$ cat src/rtl/snake_pkg.sv
// Shared types and constants for the snake game datapath: apple spawn FSM states,
// slot identifiers and board/table dimensions.
package snake_pkg;

   localparam int MAX_LENGTH = 30;
   localparam int NUM_WALLS  = 25;
   localparam int IDX_W      = 5;
   localparam logic [7:0] EMPTY_CELL = 8'h00;

   typedef enum logic [2:0] {
      IDLE,
      DRAW,
      LOAD,
      BODY,
      WALL,
      RETRY,
      COMMIT
   } spawn_state_t;

   typedef enum logic {
      SLOT1 = 1'b0,
      SLOT2 = 1'b1
   } slot_t;

   // Body length register is 5 bits but the table only holds MAX_LENGTH entries.
   function automatic logic [IDX_W-1:0] clamp_len(input logic [4:0] len);
      return (len > 5'(MAX_LENGTH)) ? 5'(MAX_LENGTH) : len;
   endfunction

endpackage

$ cat src/rtl/apple_occupancy_scan.sv
// Serial occupancy checker: walks the snake body table or the wall table one entry
// per cycle and flags when the current entry holds the candidate cell.
module apple_occupancy_scan
   import snake_pkg::*;
(
   input  logic                    clk,
   input  logic                    reset,
   input  logic                    start,
   input  logic                    step,
   input  logic                    wall_mode,
   input  logic [7:0]              cand,
   input  logic [IDX_W-1:0]        body_len,
   input  logic [MAX_LENGTH*4-1:0] snake_x,
   input  logic [MAX_LENGTH*4-1:0] snake_y,
   input  logic [NUM_WALLS*8-1:0]  walls,
   output logic                    match,
   output logic                    last
);

   logic [IDX_W-1:0] idx;
   logic [7:0]       body_cell;
   logic [7:0]       wall_cell;

   always_ff @(posedge clk) begin
      if (reset) begin
         idx <= '0;
      end else if (start) begin
         idx <= '0;
      end else if (step) begin
         idx <= idx + 1'b1;
      end
   end

   always_comb begin
      body_cell = EMPTY_CELL;
      wall_cell = EMPTY_CELL;
      for (int i = 0; i < MAX_LENGTH; i++) begin
         if (idx == IDX_W'(i)) body_cell = {snake_y[4*i +: 4], snake_x[4*i +: 4]};
      end
      for (int j = 0; j < NUM_WALLS; j++) begin
         if (idx == IDX_W'(j)) wall_cell = walls[8*j +: 8];
      end
   end

   // Empty wall slots still take their cycle but can never match.
   always_comb begin
      if (wall_mode) begin
         match = (wall_cell != EMPTY_CELL) && (wall_cell == cand);
         last  = (idx == IDX_W'(NUM_WALLS - 1));
      end else begin
         match = (body_cell == cand);
         last  = (idx == body_len - 1'b1);
      end
   end

endmodule

$ cat src/rtl/apple_spawn_ctrl.sv
// Apple placement sequencer: arbitrates spawn requests for both apple slots, draws
// candidate cells from the shared random source and retries until a free cell is found.
module apple_spawn_ctrl
   import snake_pkg::*;
#(
   parameter int         MAX_TRIES = 16,
   parameter logic [7:0] INIT_LOC  = 8'h55
) (
   input  logic                    system_clk,
   input  logic                    reset,
   input  logic                    req1,
   input  logic                    req2,
   input  logic                    two_apple_en,
   input  logic [7:0]              rand_num,
   input  logic [3:0]              xmin,
   input  logic [3:0]              xmax,
   input  logic [3:0]              ymin,
   input  logic [3:0]              ymax,
   input  logic [4:0]              snake_len,
   input  logic [MAX_LENGTH*4-1:0] snakeArrayX,
   input  logic [MAX_LENGTH*4-1:0] snakeArrayY,
   input  logic [NUM_WALLS*8-1:0]  wall_locations,
   output logic                    rand_en,
   output logic [7:0]              apple_location1,
   output logic [7:0]              apple_location2,
   output logic                    busy,
   output logic                    done,
   output logic                    fail
);

   localparam int TRY_W = $clog2(MAX_TRIES + 1);
   localparam logic [TRY_W-1:0] LAST_TRY = TRY_W'(MAX_TRIES - 1);

   spawn_state_t     state;
   slot_t            granted;
   slot_t            last_slot;
   slot_t            grant_sel;
   logic             pend1;
   logic             pend2;
   logic [TRY_W-1:0] tries;
   logic [7:0]       cand;

   logic [IDX_W-1:0] body_len;
   logic             pend2_live;
   logic             grant_any;
   logic             serve1;
   logic             serve2;
   logic             in_bounds;
   logic             other_hit;
   logic             reject;
   logic             scan_start;
   logic             scan_step;
   logic             scan_match;
   logic             scan_last;

   assign body_len = clamp_len(snake_len);

   // Round-robin between slots; a slot being granted or in service swallows its own requests.
   always_comb begin
      pend2_live = pend2 && two_apple_en;
      grant_any  = (state == IDLE) && (pend1 || pend2_live);
      if (pend1 && pend2_live) grant_sel = (last_slot == SLOT1) ? SLOT2 : SLOT1;
      else                     grant_sel = pend1 ? SLOT1 : SLOT2;
      serve1 = ((state != IDLE) && (granted == SLOT1)) || (grant_any && (grant_sel == SLOT1));
      serve2 = ((state != IDLE) && (granted == SLOT2)) || (grant_any && (grant_sel == SLOT2));
   end

   always_comb begin
      in_bounds = (rand_num[3:0] >= xmin) && (rand_num[3:0] <= xmax) &&
                  (rand_num[7:4] >= ymin) && (rand_num[7:4] <= ymax);
      if (granted == SLOT1) other_hit = two_apple_en && (rand_num == apple_location2);
      else                  other_hit = (rand_num == apple_location1);
      reject = ((state == LOAD) && (!in_bounds || other_hit)) ||
               (((state == BODY) || (state == WALL)) && scan_match);
      scan_start = (state == LOAD) || ((state == BODY) && scan_last && !scan_match);
      scan_step  = (state == BODY) || (state == WALL);
   end

   apple_occupancy_scan u_scan (
      .clk       (system_clk),
      .reset     (reset),
      .start     (scan_start),
      .step      (scan_step),
      .wall_mode (state == WALL),
      .cand      (cand),
      .body_len  (body_len),
      .snake_x   (snakeArrayX),
      .snake_y   (snakeArrayY),
      .walls     (wall_locations),
      .match     (scan_match),
      .last      (scan_last)
   );

   always_ff @(posedge system_clk) begin
      if (state == LOAD) cand <= rand_num;
   end

   always_ff @(posedge system_clk) begin
      if (reset) begin
         state           <= IDLE;
         granted         <= SLOT1;
         last_slot       <= SLOT2;
         pend1           <= 1'b0;
         pend2           <= 1'b0;
         tries           <= '0;
         apple_location1 <= INIT_LOC;
         apple_location2 <= two_apple_en ? INIT_LOC : EMPTY_CELL;
         rand_en         <= 1'b0;
         busy            <= 1'b0;
         done            <= 1'b0;
         fail            <= 1'b0;
      end else begin
         rand_en <= 1'b0;
         done    <= 1'b0;
         fail    <= 1'b0;
         pend1   <= (pend1 && !(grant_any && (grant_sel == SLOT1))) || (req1 && !serve1);
         pend2   <= two_apple_en &&
                    ((pend2 && !(grant_any && (grant_sel == SLOT2))) || (req2 && !serve2));

         if (reject) begin
            state <= RETRY;
            fail  <= (tries == LAST_TRY);
         end else begin
            case (state)
               IDLE: begin
                  if (grant_any) begin
                     granted <= grant_sel;
                     tries   <= '0;
                     state   <= DRAW;
                     rand_en <= 1'b1;
                     busy    <= 1'b1;
                  end
               end
               DRAW:  state <= LOAD;
               LOAD:  state <= (body_len == '0) ? WALL : BODY;
               BODY:  if (scan_last) state <= WALL;
               WALL: begin
                  if (scan_last) begin
                     state <= COMMIT;
                     done  <= 1'b1;
                  end
               end
               RETRY: begin
                  if (tries == LAST_TRY) begin
                     state     <= IDLE;
                     busy      <= 1'b0;
                     last_slot <= granted;
                  end else begin
                     tries   <= tries + 1'b1;
                     state   <= DRAW;
                     rand_en <= 1'b1;
                  end
               end
               COMMIT: begin
                  if (granted == SLOT1) apple_location1 <= cand;
                  else                  apple_location2 <= cand;
                  state     <= IDLE;
                  busy      <= 1'b0;
                  last_slot <= granted;
               end
               default: begin
                  state <= IDLE;
                  busy  <= 1'b0;
               end
            endcase
         end

         if (!two_apple_en) apple_location2 <= EMPTY_CELL;
      end
   end

endmodule

$ cat config.mk
export PLATFORM = sky130hd
export DESIGN_NAME = apple_spawn_ctrl
export DESIGN_NICKNAME = d
export VERILOG_FILES = /design/src/rtl/snake_pkg.sv /design/src/rtl/apple_occupancy_scan.sv /design/src/rtl/apple_spawn_ctrl.sv
export SDC_FILE = /design/constraint.sdc
export NUM_CORES = 1
export LEC_CHECK = 0
export BUFFER_PORTS_ARGS = -buffer_cell sky130_fd_sc_hd__buf_4
export CORE_AREA = 2 2 195 197
export CTS_BUF_LIST = sky130_fd_sc_hd__clkbuf_4 sky130_fd_sc_hd__clkbuf_8
export CTS_CLUSTER_SIZE = 16
export DETAILED_ROUTE_END_ITERATION = 10
export DIE_AREA = 0 0 197 199
export GPL_TIMING_DRIVEN = 0
export MAX_ROUTING_LAYER = met4
export PLACE_DENSITY = 0.45
export SLEW_MARGIN = 20
export SYNTH_ARGS = -nofsm -noshare
export SYNTH_HDL_FRONTEND = slang
export SYNTH_SLANG_ARGS = --single-unit
$ cat constraint.sdc
create_clock -name system_clk -period 8.5 [get_ports system_clk]
set_clock_uncertainty 0.1 [all_clocks]
set_input_delay 0.85 -clock system_clk [delete_from_list [all_inputs] [get_ports system_clk]]
set_output_delay 0.85 -clock system_clk [all_outputs]
set_load 0.01 [all_outputs]
==> results.txt <==
The share of the synthesized area in compound gates (AO/OA/AOI/OAI) is 42.77%. STA classifies the critical path startpoint as a flop. The number of hold violations in the final report is 0. The via density per instance came out at 6.183. The first detailed-routing pass took 6 iterations. In this run, post-CTS repair resized a total of 0 instances. The path class of the tightest hold or removal check is flop to flop. Among the stages of the critical path, the cell type that occurs most often is clkbuf_1. The layout overhead on the synthesized area came out at 48.51%. The number of instances in the placed design came out at 2295. The number of enable-type register cells in the synthesized netlist came out at 16. For this run, the share of the core covered by cells in the final layout is 36.67%. For the final routed database, the setup TNS stands at 0 ns.

The slew at the pin closest to its max-slew limit is 1.177 ns. The remaining global-route overflow came out at 0. The number of distinct library cells after synthesis came out at 101. The final-report max-slew violation count came out at 0. CTS placed an instance of clkbuf_8 at the clock tree root.

The number of buffers added on ports is 493. On the worst path, the slowest cell contributes a delay of 0.82 ns. The post-cts hold buffer count came out at 0. TritonCTS created 5 clock buffers. The number of sinks on the clock net came out at 45. The top achievable clock speed came out at 159.5 MHz. The slowest cell on the critical path is clkbuf_1. The data arrival time at the worst-slack endpoint came out at 6.42 ns. The via count of the first global-routing pass was 13860.

Setup repair after global routing left no endpoint under its margin. The most frequently used flop master after synthesis is dfxtp_1. The overall routed net length came out at 82310 um. The maximum root-to-sink buffer count is 2. The data required time of the critical path came out at 8.65 ns.

The number of antenna violations at the first check in global routing came out at 13. The simple-gate area share of the yosys netlist is 29.39%. The number of inserted filler cells in the final layout is 4130. The cell area reported after detailed placement came out at 0.01346 mm2.

The area enclosed by the die boundary came out at 0.03920 mm2. Traced cell by cell, the critical path runs through ha_1, buf_2, buf_4, inv_1, clkbuf_1, nor2_1, ha_1, clkbuf_1, clkbuf_1, a21oi_1, o221ai_1, a2111oi_0, a211oi_1, mux2i_1, a2111oi_4, nand2_1, a211oi_2. The synthesized-area fraction occupied by xor and xnor cells is 2.866%. The flow ran to the end, and the final reports show no timing, DRC or antenna violations. The row count is 71. The most frequent standard cell in the layout excluding fill and tap cells is buf_4. The overall die width came out at 197 um. The dominant combinational cell family by area after synthesis is compound AO/OA/AOI/OAI gates. The buffering stage count on the worst path with inverters included is 6. The count of synthesis-stage warnings from yosys is 0. STA classifies the critical path endpoint as a flop. The count of nets left with antenna violations once routing finished came out at 0.

The total setup buffers inserted after CTS came out at 0. The die extent in y is 199 um. The fraction of synthesized area in multiplexers came out at 0.9962%. Each instance of the synthesized netlist takes up on average 6.904 um2. The core region is 0.03713 mm2. The instance count of the mapped netlist came out at 1328. The total track usage came out at 41.03%. Summing every instance area after synthesis gives 0.009169 mm2. The pin count of the biggest net entering global routing came out at 17. The insertion delay to the later sink of the worst-skew pair came out at 0.32 ns. The overall via count from detail_route is 14330. 494 I/O pins were placed.

Among cell families on the critical path, the largest total delay comes from compound AO/OA/AOI/OAI gates. The type of the worst setup path is flop to flop. The share of the cycle needed by the critical path after routing is 73.76%. The register area share after synthesis is 11.57%. The peak supply drop came out at 0.1157 mV.

The number of nets produced by synthesis is 1826. The average wire per standard cell came out at 35.53 um. The placer congestion estimate is 1.016. The number of DRC markers after the initial detailed-route iteration came out at 1484.

The worst max-slew margin expressed relative to the limit is 21.01%. Leaving out fill and tap cells, the most frequent cells in the layout are buf_4, a21oi_1, nor2_1, o21ai_0, nand2_1. Setup violations remaining at the end of the flow were counted as 0. The final layout net count came out at 2326.

The global-route wire length before repair is 109500 um. The effective utilization at floorplan is 24.69%. The number of standard cells in the layout, taps in and fillers out came out at 2317. The synthesized design contains 45 register bits. The half-perimeter wire length after placement is 67740 um. TritonCTS built the clock tree. The max-cap violation count is 0. Summing the areas of all fa, ha and maj instances in the mapped netlist gives 3.275% of the synthesized area.

Summing all non-filler instances in the final layout gives an area of 0.01362 mm2. The clock transition time at the flip-flop clock pins of the worst setup and hold paths is 0.11 ns. The maximum level of the CTS H-tree came out at 2. In the final layout, the share of cells above drive strength 1 is 33.68%. Dividing total power by cell area gives a power density of 65.33 mW/mm2. The worst hold margin is 0.3887 ns. The static leakage is 0.005791 uW. The fraction of registers with async set or reset after synthesis came out at 0%. The post-route DRC violation count is 0.

The highest net fanout along the worst path is 10. The minimum clock period after layout came out at 6.270 ns.
## synth_stat cells, types with 15 or more instances
master	n	share of area, %
a21o_1	23	1.9
inv_1	51	2.1
nand3_1	32	1.7
ha_1	24	3.3
a22oi_1	20	1.6
a221oi_1	18	1.7
edfxtp_1	16	5.2
o211ai_1	28	2.3
a211o_1	15	1.4
nand2_1	86	3.5
dfxtp_1	29	6.3
a21oi_1	141	7.7
nand2b_1	28	1.9
o21ai_0	95	5.2
nor2b_1	36	2.5
o21a_1	18	1.5
o22ai_1	33	2.3
nand3b_1	16	1.3
nor3_1	40	2.2
xnor2_1	18	1.7
a211oi_1	17	1.4
nor2_1	102	4.2
a31oi_1	15	1.0
buf_2	54	2.9
clkbuf_1	43	1.8
## worst register-to-register path, stage by stage (launching register included)
cell and delay (ns):
dfxtp_1 0.38, ha_1 0.21, buf_2 0.19, buf_4 0.22
inv_1 0.30, clkbuf_1 0.83, nor2_1 0.12, ha_1 0.22
clkbuf_1 0.27, clkbuf_1 0.45, a21oi_1 0.61, o221ai_1 0.42
a2111oi_0 0.56, a211oi_1 0.22, mux2i_1 0.20, a2111oi_4 0.47
nand2_1 0.22, a211oi_2 0.22
## layout make-up
cell class	instances	area, um2	share of cell area (%)
flip-flops and latches	45	1061	7.792
clock buffers	5	68.82	0.5054
diodes	14	35.03	0.2573
plain buffers	124	634.4	4.659
inverters	54	202.7	1.489
repair buffers	493	3701	27.18
multi-input cells	1105	7271	53.40
clock inverters	3	50.05	0.3675
well taps	474	593.1	4.355
## flip-flops by register name, indices dropped and copies added, names as in the netlist
signal,flops
pend2,1
done,1
cand,8
fail,1
rand_en,1
state,3
pend1,1
busy,1
apple_location2,8
granted,1
last_slot,1
u_scan.idx,5
apple_location1,8
tries,5
## final timing paths
path	start	endpoint	slack (ns)	cells past startpoint
worst max-delay path	u_scan.idx[0]	state[0]	2.23	17
worst min-delay path	last_slot	last_slot	0.39	1
worst max register to register	u_scan.idx[0]	state[0]	2.23	17
worst min register to register	last_slot	last_slot	0.39	1
## kinds of logic after synthesis
family                     after synthesis
AOI/OAI and AO/OA                      568
xor gates and xnor gates                30
adders and majority gates               24
buffers and inverters                  178
DFF                                     45
muxes                                    9
and+or+nand+nor                        474
## through the flow
step | total power [uW] | worst slack [ns]
finish | 889.6 | 2.230
global route | 920.4 | 2.134
CTS | 882.4 | 2.485
detailed placement | 703.9 | 2.506
global placement | 702.2 | 2.601
floorplan | 409.4 | 4.793
## report_power, final
group / internal (uW) / total (uW) / switching, uW
clock network: 90.3 / 180 / 89.6
logic: 228 / 457 / 229
registers: 237 / 252 / 15.4
## metal layers
layer  up-vias  GRT usage, %  wire length (um)  share of wire (%)
met5         -             -                 0                  0
met1      7041         48.30             32380                 39
li1       6159             -                 -                  -
met3       188         8.918              7293                8.9
met4         0         18.57              4155                5.0
met2       937         67.10             38480                 47
No activity file was read; power rests on OpenSTA's default activity.
